[src/rtl/buff_desc_pkg.sv]
// Shared types and constants for the buff-description overlay.
package buff_desc_pkg;

    typedef enum logic [1:0] {
        IDLE = 2'd0,
        ARM  = 2'd1,
        SHOW = 2'd2
    } state_e;

    typedef logic [1:0] buff_type_t;

    localparam buff_type_t BUFF_ATK  = 2'd0;
    localparam buff_type_t BUFF_DEF  = 2'd1;
    localparam buff_type_t BUFF_HEAL = 2'd2;

    localparam int DESC_W_DEF = 92;
    localparam int DESC_H_DEF = 42;

    // Black pixels in the sprite ROM are see-through.
    localparam logic [23:0] TRANSPARENT_RGB = 24'h000000;

    // Only three sprites exist in the ROM; anything above the last one maps to it.
    function automatic buff_type_t clamp_type(input buff_type_t t);
        return (t > BUFF_HEAL) ? BUFF_HEAL : t;
    endfunction

endpackage

[src/rtl/buff_desc_ctrl_if.sv]
// Request, scan, ROM and overlay signals of the buff-description panel.
interface buff_desc_ctrl_if;
    import buff_desc_pkg::*;

    logic        req_valid;
    buff_type_t  req_buff_type;
    logic        req_ready;
    logic        cancel;
    logic        frame_start;
    logic [9:0]  pix_x;
    logic [9:0]  pix_y;
    logic [6:0]  rom_x;
    logic [6:0]  rom_y;
    buff_type_t  rom_type;
    logic [23:0] rom_data;
    logic        out_valid;
    logic [23:0] out_rgb;
    logic        busy;

    modport slave (
        input  req_valid, req_buff_type, cancel, frame_start, pix_x, pix_y, rom_data,
        output req_ready, rom_x, rom_y, rom_type, out_valid, out_rgb, busy
    );

    modport master (
        output req_valid, req_buff_type, cancel, frame_start, pix_x, pix_y, rom_data,
        input  req_ready, rom_x, rom_y, rom_type, out_valid, out_rgb, busy
    );

endinterface

[src/rtl/buff_desc_align.sv]
// Delays a pixel-valid flag by the ROM read latency; flush drops in-flight pixels.
module buff_desc_align #(
    parameter int LAT = 1
) (
    input  logic clk,
    input  logic rst_n,
    input  logic flush,
    input  logic in_vld,
    output logic out_vld
);

    logic [LAT-1:0] vld_q, vld_d;

    // Shift in the new flag; a flush empties the whole line on the same edge.
    always_comb begin
        vld_d    = vld_q << 1;
        vld_d[0] = in_vld;
        if (flush) vld_d = '0;
    end

    // Valid line register.
    always_ff @(posedge clk or negedge rst_n) begin
        if (!rst_n) vld_q <= '0;
        else        vld_q <= vld_d;
    end

    assign out_vld = vld_q[LAT-1];

endmodule

[src/rtl/buff_desc_ctrl.sv]
// Buff-description panel sequencer: waits for a frame boundary, shows the
// chosen sprite for HOLD_FRAMES frames and overlays it on the VGA scan.
module buff_desc_ctrl
    import buff_desc_pkg::*;
#(
    parameter int PANEL_X0    = 274,
    parameter int PANEL_Y0    = 200,
    parameter int DESC_W      = DESC_W_DEF,
    parameter int DESC_H      = DESC_H_DEF,
    parameter int HOLD_FRAMES = 120,
    parameter int ROM_LAT     = 1
) (
    input  logic             vga_clk,
    input  logic             rst_n,
    buff_desc_ctrl_if.slave  bus
);

    localparam int CNT_W = (HOLD_FRAMES > 1) ? $clog2(HOLD_FRAMES) : 1;
    localparam logic [CNT_W-1:0] LAST_FRAME = CNT_W'(HOLD_FRAMES - 1);

    // 11-bit bounds so the right/bottom limits never wrap against a 10-bit scan.
    localparam logic [10:0] X_LO = 11'(PANEL_X0);
    localparam logic [10:0] X_HI = 11'(PANEL_X0 + DESC_W);
    localparam logic [10:0] Y_LO = 11'(PANEL_Y0);
    localparam logic [10:0] Y_HI = 11'(PANEL_Y0 + DESC_H);

    state_e           state_q, state_d;
    buff_type_t       type_q, type_d;
    logic [CNT_W-1:0] frame_cnt_q, frame_cnt_d;
    logic             hit_c;
    logic             hit_aligned;

    assign bus.req_ready = (state_q == IDLE) && !bus.cancel;
    assign bus.busy      = (state_q != IDLE);

    // Sequencing: accept, wait for a frame edge, count whole frames; cancel wins.
    always_comb begin
        state_d     = state_q;
        type_d      = type_q;
        frame_cnt_d = frame_cnt_q;
        case (state_q)
            IDLE: begin
                if (bus.req_valid && bus.req_ready) begin
                    type_d  = clamp_type(bus.req_buff_type);
                    state_d = ARM;
                end
            end
            ARM: begin
                if (bus.cancel) begin
                    state_d = IDLE;
                end else if (bus.frame_start) begin
                    state_d     = SHOW;
                    frame_cnt_d = '0;
                end
            end
            SHOW: begin
                if (bus.cancel) begin
                    state_d = IDLE;
                end else if (bus.frame_start) begin
                    if (frame_cnt_q == LAST_FRAME) state_d = IDLE;
                    else                           frame_cnt_d = frame_cnt_q + 1'b1;
                end
            end
            default: state_d = IDLE;
        endcase
    end

    // Control state registers.
    always_ff @(posedge vga_clk or negedge rst_n) begin
        if (!rst_n) begin
            state_q     <= IDLE;
            type_q      <= BUFF_ATK;
            frame_cnt_q <= '0;
        end else begin
            state_q     <= state_d;
            type_q      <= type_d;
            frame_cnt_q <= frame_cnt_d;
        end
    end

    // Panel hit test on the current scan position.
    always_comb begin
        hit_c = (state_q == SHOW)
             && ({1'b0, bus.pix_x} >= X_LO) && ({1'b0, bus.pix_x} < X_HI)
             && ({1'b0, bus.pix_y} >= Y_LO) && ({1'b0, bus.pix_y} < Y_HI);
    end

    // Sprite-relative address; only meaningful while hit_c is high.
    assign bus.rom_x    = 7'(bus.pix_x - 10'(PANEL_X0));
    assign bus.rom_y    = 7'(bus.pix_y - 10'(PANEL_Y0));
    assign bus.rom_type = type_q;

    buff_desc_align #(.LAT(ROM_LAT)) u_align (
        .clk     (vga_clk),
        .rst_n   (rst_n),
        .flush   (bus.cancel),
        .in_vld  (hit_c),
        .out_vld (hit_aligned)
    );

    assign bus.out_valid = hit_aligned && (bus.rom_data != TRANSPARENT_RGB);
    assign bus.out_rgb   = bus.out_valid ? bus.rom_data : TRANSPARENT_RGB;

endmodule

[src/flat_wrapper.sv]
// flat-port wrapper written by rule: the top's interface ports become plain ports
module buff_desc_ctrl_flat import buff_desc_pkg::*;
#(
    parameter int PANEL_X0    = 274,
    parameter int PANEL_Y0    = 200,
    parameter int DESC_W      = DESC_W_DEF,
    parameter int DESC_H      = DESC_H_DEF,
    parameter int HOLD_FRAMES = 120,
    parameter int ROM_LAT     = 1
)
  (vga_clk, rst_n, bus_req_valid, bus_req_buff_type, bus_cancel, bus_frame_start, bus_pix_x, bus_pix_y, bus_rom_data, bus_req_ready, bus_rom_x, bus_rom_y, bus_rom_type, bus_out_valid, bus_out_rgb, bus_busy);
  buff_desc_ctrl_if bus_i ();
  input  logic vga_clk;
  input  logic rst_n;
  input wire logic [$bits(bus_i.req_valid)-1:0] bus_req_valid;
  input wire logic [$bits(bus_i.req_buff_type)-1:0] bus_req_buff_type;
  input wire logic [$bits(bus_i.cancel)-1:0] bus_cancel;
  input wire logic [$bits(bus_i.frame_start)-1:0] bus_frame_start;
  input wire logic [$bits(bus_i.pix_x)-1:0] bus_pix_x;
  input wire logic [$bits(bus_i.pix_y)-1:0] bus_pix_y;
  input wire logic [$bits(bus_i.rom_data)-1:0] bus_rom_data;
  output wire logic [$bits(bus_i.req_ready)-1:0] bus_req_ready;
  output wire logic [$bits(bus_i.rom_x)-1:0] bus_rom_x;
  output wire logic [$bits(bus_i.rom_y)-1:0] bus_rom_y;
  output wire logic [$bits(bus_i.rom_type)-1:0] bus_rom_type;
  output wire logic [$bits(bus_i.out_valid)-1:0] bus_out_valid;
  output wire logic [$bits(bus_i.out_rgb)-1:0] bus_out_rgb;
  output wire logic [$bits(bus_i.busy)-1:0] bus_busy;
  assign bus_i.req_valid = bus_req_valid;
  assign bus_i.req_buff_type = bus_req_buff_type;
  assign bus_i.cancel = bus_cancel;
  assign bus_i.frame_start = bus_frame_start;
  assign bus_i.pix_x = bus_pix_x;
  assign bus_i.pix_y = bus_pix_y;
  assign bus_i.rom_data = bus_rom_data;
  assign bus_req_ready = bus_i.req_ready;
  assign bus_rom_x = bus_i.rom_x;
  assign bus_rom_y = bus_i.rom_y;
  assign bus_rom_type = bus_i.rom_type;
  assign bus_out_valid = bus_i.out_valid;
  assign bus_out_rgb = bus_i.out_rgb;
  assign bus_busy = bus_i.busy;
  buff_desc_ctrl #(.PANEL_X0(PANEL_X0), .PANEL_Y0(PANEL_Y0), .DESC_W(DESC_W), .DESC_H(DESC_H), .HOLD_FRAMES(HOLD_FRAMES), .ROM_LAT(ROM_LAT)) u_core (.vga_clk(vga_clk), .rst_n(rst_n), .bus(bus_i));
endmodule
[config.mk]
export PLATFORM = sky130hd
export DESIGN_NAME = buff_desc_ctrl_flat
export DESIGN_NICKNAME = d
export VERILOG_FILES = /design/src/rtl/buff_desc_pkg.sv /design/src/rtl/buff_desc_ctrl_if.sv /design/src/rtl/buff_desc_align.sv /design/src/rtl/buff_desc_ctrl.sv /design/src/flat_wrapper.sv
export SDC_FILE = /design/constraint.sdc
export NUM_CORES = 1
export LEC_CHECK = 0
export ABC_AREA = 1
export CAP_MARGIN = 20
export CORE_UTILIZATION = 34
export DETAILED_ROUTE_END_ITERATION = 16
export PLACE_DENSITY_LB_ADDON = 0.25
export SETUP_SLACK_MARGIN = 0.1
export SYNTH_ARGS = -nofsm -noshare
export SYNTH_HDL_FRONTEND = slang
export SYNTH_SLANG_ARGS = --single-unit
export TNS_END_PERCENT = 30
[constraint.sdc]
create_clock -name vga_clk -period 1.53 [get_ports vga_clk]
set_input_delay 0.3825 -clock vga_clk [delete_from_list [all_inputs] [get_ports vga_clk]]
set_output_delay 0.3825 -clock vga_clk [all_outputs]
set_load 0.05 [all_outputs]
==> results of run 1 <==
per-stage QoR:
stage,util,worst slack [ns],cells
global placement,0.883,-0.671,371
detailed placement,0.883,-0.745,371
floorplan,-,-0.250,211
logic make-up after synthesis:
family | after synthesis | synth area share
buffers and inverters | 54 | 0.183
adder cells (fa/ha/maj) | 4 | 0.0399
AO/OA/AOI/OAI | 12 | 0.0678
XOR/XNOR | 7 | 0.0489
AND/OR/NAND/NOR | 122 | 0.421
flip-flops | 12 | 0.239
==> results.txt, run 1 <==
Seq cells post-synth = 12
Placer Congestion = 0.804
IO Port Bufs = 91
Sequential-to-total area share from yosys stat = 0.239
Post-synth top area share = 0.239
Cts hold-fix bufs = 0
Inserted Clock Buffers = 3
Post-DP Area = 3040 sq um
FP Rows = 21
Ys async rst share = 1.00
Dpl hpwl = 4770 microns
Post-Syn Area = 1250 sq um
Post-cts sizing count = 188
Status = did not finish
Die Y = 62.8 microns
Number of synthesized flops with an enable pin = 0
Setup bufs post-CTS = 16
Syn avg cell area = 5.95 sq um
Area leader, netlist = dfrtp_1
Root Driver = clkbuf_8
YS warnings = 0
Count leader, synth = nor2_1
Effective utilization at floorplan = 0.365
Top cells by count, synth = nor2_1 (48), nand2_1 (42), inv_1 (38)
I/O pin total = 94
Die width = 62.8 microns
Distinct cells, synth = 25
Run Error = [ERROR DPL-0033] detailed placement checks failed during check placement.
Syn Inst Count = 211
Top FF cell, synth = dfrtp_1
Top cells by area, synth = dfrtp_1 (24%), nor2_1 (14%), nand2_1 (13%), inv_1 (11%), nand3_1 (8.4%)
Mapped Nets = 266
Htree depth = 1
Fail Step = clock tree synthesis (4_1_cts)
Clock sink count = 12
CTS Buffer Depth = 2
==> run 2, diff against run 1 <==
--- a/config.mk
+++ b/config.mk
@@ -7,10 +7,9 @@
 export LEC_CHECK = 0
 export ABC_AREA = 1
 export CAP_MARGIN = 20
-export CORE_UTILIZATION = 34
+export CORE_UTILIZATION = 22
 export DETAILED_ROUTE_END_ITERATION = 16
-export PLACE_DENSITY_LB_ADDON = 0.25
-export SETUP_SLACK_MARGIN = 0.1
+export PLACE_DENSITY_LB_ADDON = 0.15
 export SYNTH_ARGS = -nofsm -noshare
 export SYNTH_HDL_FRONTEND = slang
 export SYNTH_SLANG_ARGS = --single-unit
==> results.txt, run 2 <==
Status = finished, violations left
Failing checks = setup timing
Startpoint Class = input pin
Clock sink count = 12
Antenna violations before repair = 0
Final Cycle Share = 1.22
Largest Register = u_core.frame_cnt_q
Distinct cells, synth = 25
Top FF cell, synth = dfrtp_1
N_diodes = 0
Synth Area in Compound Gates = 0.0678
Effective utilization at floorplan = 0.228
Overflow after GRT = 0
R2R depth = 7
P_sw = 848 uW
Post-DP Area = 3060 sq um
Critical Path AT = 1.49 ns
Sequential-to-total area share from yosys stat = 0.239
WP data required = 1.15 ns
Core Region = 5510 sq um
Largest family of logic cells by synthesized area = simple AND/OR/NAND/NOR gates
Root Driver = clkbuf_8
Drt pass-1 iters = 4
Post-Syn Area = 1250 sq um
Htree depth = 1
Count leader, synth = nor2_1
Syn Inst Count = 211
Placer Congestion = 0.778
Flop2flop setup slack = 0.18 ns
Simple logic cell fraction of the synthesized area = 0.421
Cts hold-fix bufs = 0
# setup viols final = 29
Initial DRC count = 20
Final-stage net count = 406
Clock Skews = 0.000297 ns
Die Y = 77.5 microns
Number of synthesized flops with an enable pin = 0
YS warnings = 0
Slew Viols, Final = 0
Largest net degree at the start of global routing = 13
Setup WS pre-CTS = -0.706 ns
Final setup TNS = -7.53 ns
Tot Pwr = 1.99 mW
Max reg flops = 7
P per Cell Area = 581 nW/um^2
Die ar. = 6010 sq um
Final setup margin = -0.338 ns
Worst min-delay path class = in2async
Residual DRC = 0
Min Hold Slack = 0.457 ns
Number of routed nets with antenna violations = 0
WL met2 = 2650 microns
Max-cap violations = 0
Xor and xnor area share after synthesis = 0.0489
Via count = 1765
DR WL met3 = 240 microns
FP Rows = 27
Mapped Nets = 266
Max Used Layer = met4
Dpl hpwl = 3660 microns
Syn avg cell area = 5.95 sq um
Wire per inst = 11.8 microns
Mux cell area share after synthesis = 0
CTS Buffer Depth = 2
Endpoint class of the critical path = output pin
Share of layout cells above drive strength 1 = 0.585
Vias in the first global route = 1667
Share of power burned in registers = 0.224
Post-Layout Inst Area = 3430 sq um
CTS tree = built
Area leader, netlist = dfrtp_1
Top cells by area, synth = dfrtp_1 (24%), nor2_1 (14%), nand2_1 (13%), inv_1 (11%), nand3_1 (8.4%)
Global-route wire length before repair = 7860 microns
Unrepaired setup endpoints after global routing = true
Ys async rst share = 1.00
Comb power frac = 0.637
Vias per cell = 4.19
Top cells by count, synth = nor2_1 (48), nand2_1 (42), inv_1 (38)
Critical path peak fanout = 6
Area grow syn2layout = 173%
Multi-input gate area = 1110 sq um
I/O pin total = 94
Skew-Pair Late Insertion Delay = 0.23 ns
Fill count = 455
Reg clk slew, reported paths = 0.05 ns
Power share of the clock group = 0.140
Metal-1 WL = 2070 microns
Die width = 77.5 microns
CP Class = in2out
Seq cells post-synth = 12
FF+latch area = 303 sq um
Overall Global Routing Usage = 0.162
Sw Share = 0.426
Lkg Pwr = 1.60 nW
Fmax = 535 MHz
Final min period = 1.87 ns
Inserted Clock Buffers = 3
IO Port Bufs = 91
Adder-Cell Fraction of Synth Area = 0.0399
Final Hold Fails = 0
P_int = 1.14 mW
Commonest non-fill, non-tap cell in the layout = buf_12
Post-synth top area share = 0.239
Worst slew pin tran = 0.284 ns
Max VDD drop = 751 uV
WL final = 4990 microns
Worst relative slew slack = 0.811
Most frequent cells in the layout = buf_12 (44), buf_4 (43), nand2_1 (41), inv_1 (25), nor2_4 (22)
[run 2: cell counts after synthesis]
Identical to the previous run, type by type.
[run 2: layer usage]
layer | GRT usage | up-vias
met5 | 0 | -
met4 | 0.0396 | 0
met3 | 0.0235 | 2
met2 | 0.293 | 65
met1 | 0.198 | 793
li1 | - | 905
[run 2: final timing paths]
| path | endpoint | start |
|---|---|---|
| worst min register to register | u_core.frame_cnt_q[6] | u_core.frame_cnt_q[6] |
| worst min-delay path | u_core.frame_cnt_q[4] | rst_n |
| worst max-delay path | bus_out_rgb[18] | bus_rom_data[3] |
| min in group vga_clk | u_core.frame_cnt_q[6] | u_core.frame_cnt_q[6] |
| max in group asynchronous | u_core.state_q[0] | rst_n |
| worst max register to register | u_core.state_q[1] | u_core.frame_cnt_q[1] |
[run 2: kinds of logic (layout without fill, tap and decap cells)]
group,count (synthesis),in the layout
AOI/OAI and AO/OA,12,12
xor gates and xnor gates,7,7
buffers and inverters,54,191
DFF,12,12
and+or+nand+nor,122,123
adders and majority gates,4,4
[run 2: through the flow]
step | cells | util
2_1_floorplan | 211 | -
3_3_place_gp | 398 | 0.556
4_1_cts | 418 | 0.594
6_report | 421 | 0.623
5_1_grt | 421 | 0.623
3_5_place_dp | 398 | 0.556
[run 2: area by class of cell]
cell class / instances / area share
multi-input cells: 146 / 0.323
flip-flops and latches: 12 / 0.0883
clock buffers: 3 / 0.0120
repair buffers: 140 / 0.493
inverters: 48 / 0.0577
well taps: 72 / 0.0263
[run 2: timing repair]
item                       in CTS  in global routing
setup endpoints to repair      36                 35
hold endpoints to repair        0                  0
setup buffers                  15                  4
pin swaps                       8                 18
resized for setup             133                 40
cloned                          2                  0
[run 2: critical path: stages]
cell and delay [ns]:
buf_2 0.10, inv_2 0.05, nand4_1 0.10, nor2_2 0.17, nand3_4 0.12, nand2_8 0.12
buf_12 0.11, buf_12 0.13, nor2_4 0.05, buf_12 0.14
[run 2: power by group through the flow]
stage | Clock [mW] | Sequential [mW] | Combinational [mW]
5_1_grt | 0.314 | 0.455 | 1.35
4_1_cts | 0.295 | 0.433 | 1.24
3_5_place_dp | 0 | 0.435 | 1.22
3_3_place_gp | 0 | 0.436 | 1.21
2_1_floorplan | 0 | 0.504 | 0.533
6_report | 0.278 | 0.445 | 1.27
Power figures use the tool's default switching activity.
==> run 3, diff against run 2 <==
--- a/config.mk
+++ b/config.mk
@@ -9,6 +9,7 @@
 export CAP_MARGIN = 20
 export CORE_UTILIZATION = 22
 export DETAILED_ROUTE_END_ITERATION = 16
+export DONT_BUFFER_PORTS = 1
 export PLACE_DENSITY_LB_ADDON = 0.15
 export SYNTH_ARGS = -nofsm -noshare
 export SYNTH_HDL_FRONTEND = slang
==> results.txt, run 3 (synthesis gave the netlist of run 2 again) <==
Status = finished, violations left
Failing checks = setup timing
Crit path max-delay cell type = dfrtp_1
Skew-Pair Late Insertion Delay = 0.24 ns
Wire per inst = 11.4 microns
Lkg Pwr = 1.06 nW
Drt pass-1 iters = 4
WL final = 3750 microns
Final setup TNS = -3.10 ns
Max-cap violations = 0
N_diodes = 0
Final Cycle Share = 1.10
Startpoint Class = flip-flop
Largest net degree at the start of global routing = 13
Worst min-delay path class = in2reg
Commonest non-fill, non-tap cell in the layout = nand2_1
Final Hold Fails = 0
Htree depth = 1
Worst slew pin tran = 0.589 ns
Residual DRC = 0
Critical Path AT = 1.30 ns
Number of routed nets with antenna violations = 0
Placer Congestion = 0.774
Effective utilization at floorplan = 0.228
Overall Global Routing Usage = 0.122
Critical path peak fanout = 10
P per Cell Area = 719 nW/um^2
# setup viols final = 25
Share of layout cells above drive strength 1 = 0.484
Final-stage net count = 314
CTS tree = built
Clock sink count = 12
Via count = 1462
Worst relative slew slack = 0.606
Initial DRC count = 18
Max stage delay on crit path = 0.38 ns
Area grow syn2layout = 81.0%
I/O pin total = 94
Max VDD drop = 725 uV
Most frequent cells in the layout = nand2_1 (42), inv_1 (27), nor2_2 (22), buf_6 (20)
Overflow after GRT = 0
IO Port Bufs = 0
Die width = 77.5 microns
Vias in the first global route = 1383
Global-route wire length before repair = 5920 microns
Post-Layout Cell Count = 330
Dpl hpwl = 2840 microns
Antenna violations before repair = 0
Setup bufs post-CTS = 0
Die Y = 77.5 microns
Fmax = 594 MHz
Dpl cells = 323
WP data required = 1.15 ns
Post-layout util = 0.412
Final setup margin = -0.153 ns
Final min period = 1.68 ns
Clock Skews = 0.00182 ns
Unrepaired setup endpoints after global routing = true
FP Rows = 27
Vias per cell = 4.43
Inserted Clock Buffers = 3
Tot Pwr = 1.63 mW
Largest Register = u_core.frame_cnt_q
Setup WS pre-CTS = -0.171 ns
CTS Buffer Depth = 2
Endpoint class of the critical path = output pin
Max reg flops = 7
Reg clk slew, reported paths = 0.06 ns
Die ar. = 6010 sq um
Slew Viols, Final = 0
CP Cell Sequence = nand2_4 > buf_16 > buf_12 > nor2_4
Core Region = 5510 sq um
Root Driver = clkbuf_8
CP Class = reg2out
==> run 3: changes by cell type in the layout (fill, tap and decap cells not counted), sizes merged <==
cell	delta
buf	-70
clkdlybuf4s50	-17
dlymetal6s2s	-3
clkbuf	-1
dlygate4sd3	+1
nand2	-1
==> run 3: area by class of cell <==
cell class	count	area, sq um
clock buffer	4	55.1
timing repair buffer	49	616
multi-input combinational	145	1000
fill	565	3240
sequential	12	302
tap	72	90.1
inverter	48	208
==> run 3: path summary, 6_finish.rpt <==
| kind | from | end | slack [ns] | depth (start not counted) |
|---|---|---|---|---|
| setup / recovery | u_core.u_align.out_vld | bus_out_rgb[17] | -0.15 | 4 |
| hold / removal | bus_frame_start | u_core.state_q[0] | 0.23 | 1 |
| setup reg to reg | u_core.frame_cnt_q[0] | u_core.frame_cnt_q[5] | 0.13 | 7 |
| hold reg to reg | u_core.frame_cnt_q[6] | u_core.frame_cnt_q[6] | 0.54 | 2 |
| max in group asynchronous | rst_n | u_core.state_q[1] | 0.53 | 1 |
| min in group asynchronous | rst_n | u_core.u_align.out_vld | 0.58 | 1 |
==> run 3: per-stage QoR <==
| step | hold WS, ns | instance area [sq um] |
|---|---|---|
| after floorplan | 0.0869 | 1470 |
| after detailed placement | 0.0875 | 1970 |
| after global routing | 0.249 | 2270 |
| after global placement | 0.0874 | 1970 |
| final | 0.232 | 2270 |
| after CTS | 0.232 | 2180 |
==> run 3: worst max-delay path, delay by kind of cell, from the launching register on <==
family        cells  cell delay [ns]
buf+inv           2             0.30
flops             1             0.38
simple gates      2             0.37
==> run 3: layer usage <==
metal / routed length [microns] / share of wire / GRT usage / vias to the layer above
li1: - / - / - / 718
met1: 1370 / 0.37 / 0.115 / 672
met2: 2060 / 0.55 / 0.245 / 68
met3: 272 / 0.073 / 0.0294 / 4
met4: 46 / 0.012 / 0.0491 / 0
met5: 0 / 0 / 0 / -
==> run 3: power breakdown <==
group / internal (mW) / leakage, nW / switching [mW] / total [mW]
Sequential: 0.373 / 0.160 / 0.144 / 0.517
Combinational: 0.297 / 0.869 / 0.465 / 0.762
Clock: 0.228 / 0.0288 / 0.126 / 0.354
==> run 3: what timing repair did <==
item	CTS	global route
cloned	1	1
resized for setup	35	18
hold buffers	1	0
pin swaps	4	3
hold endpoints to repair	12	0
setup endpoints to repair	26	28
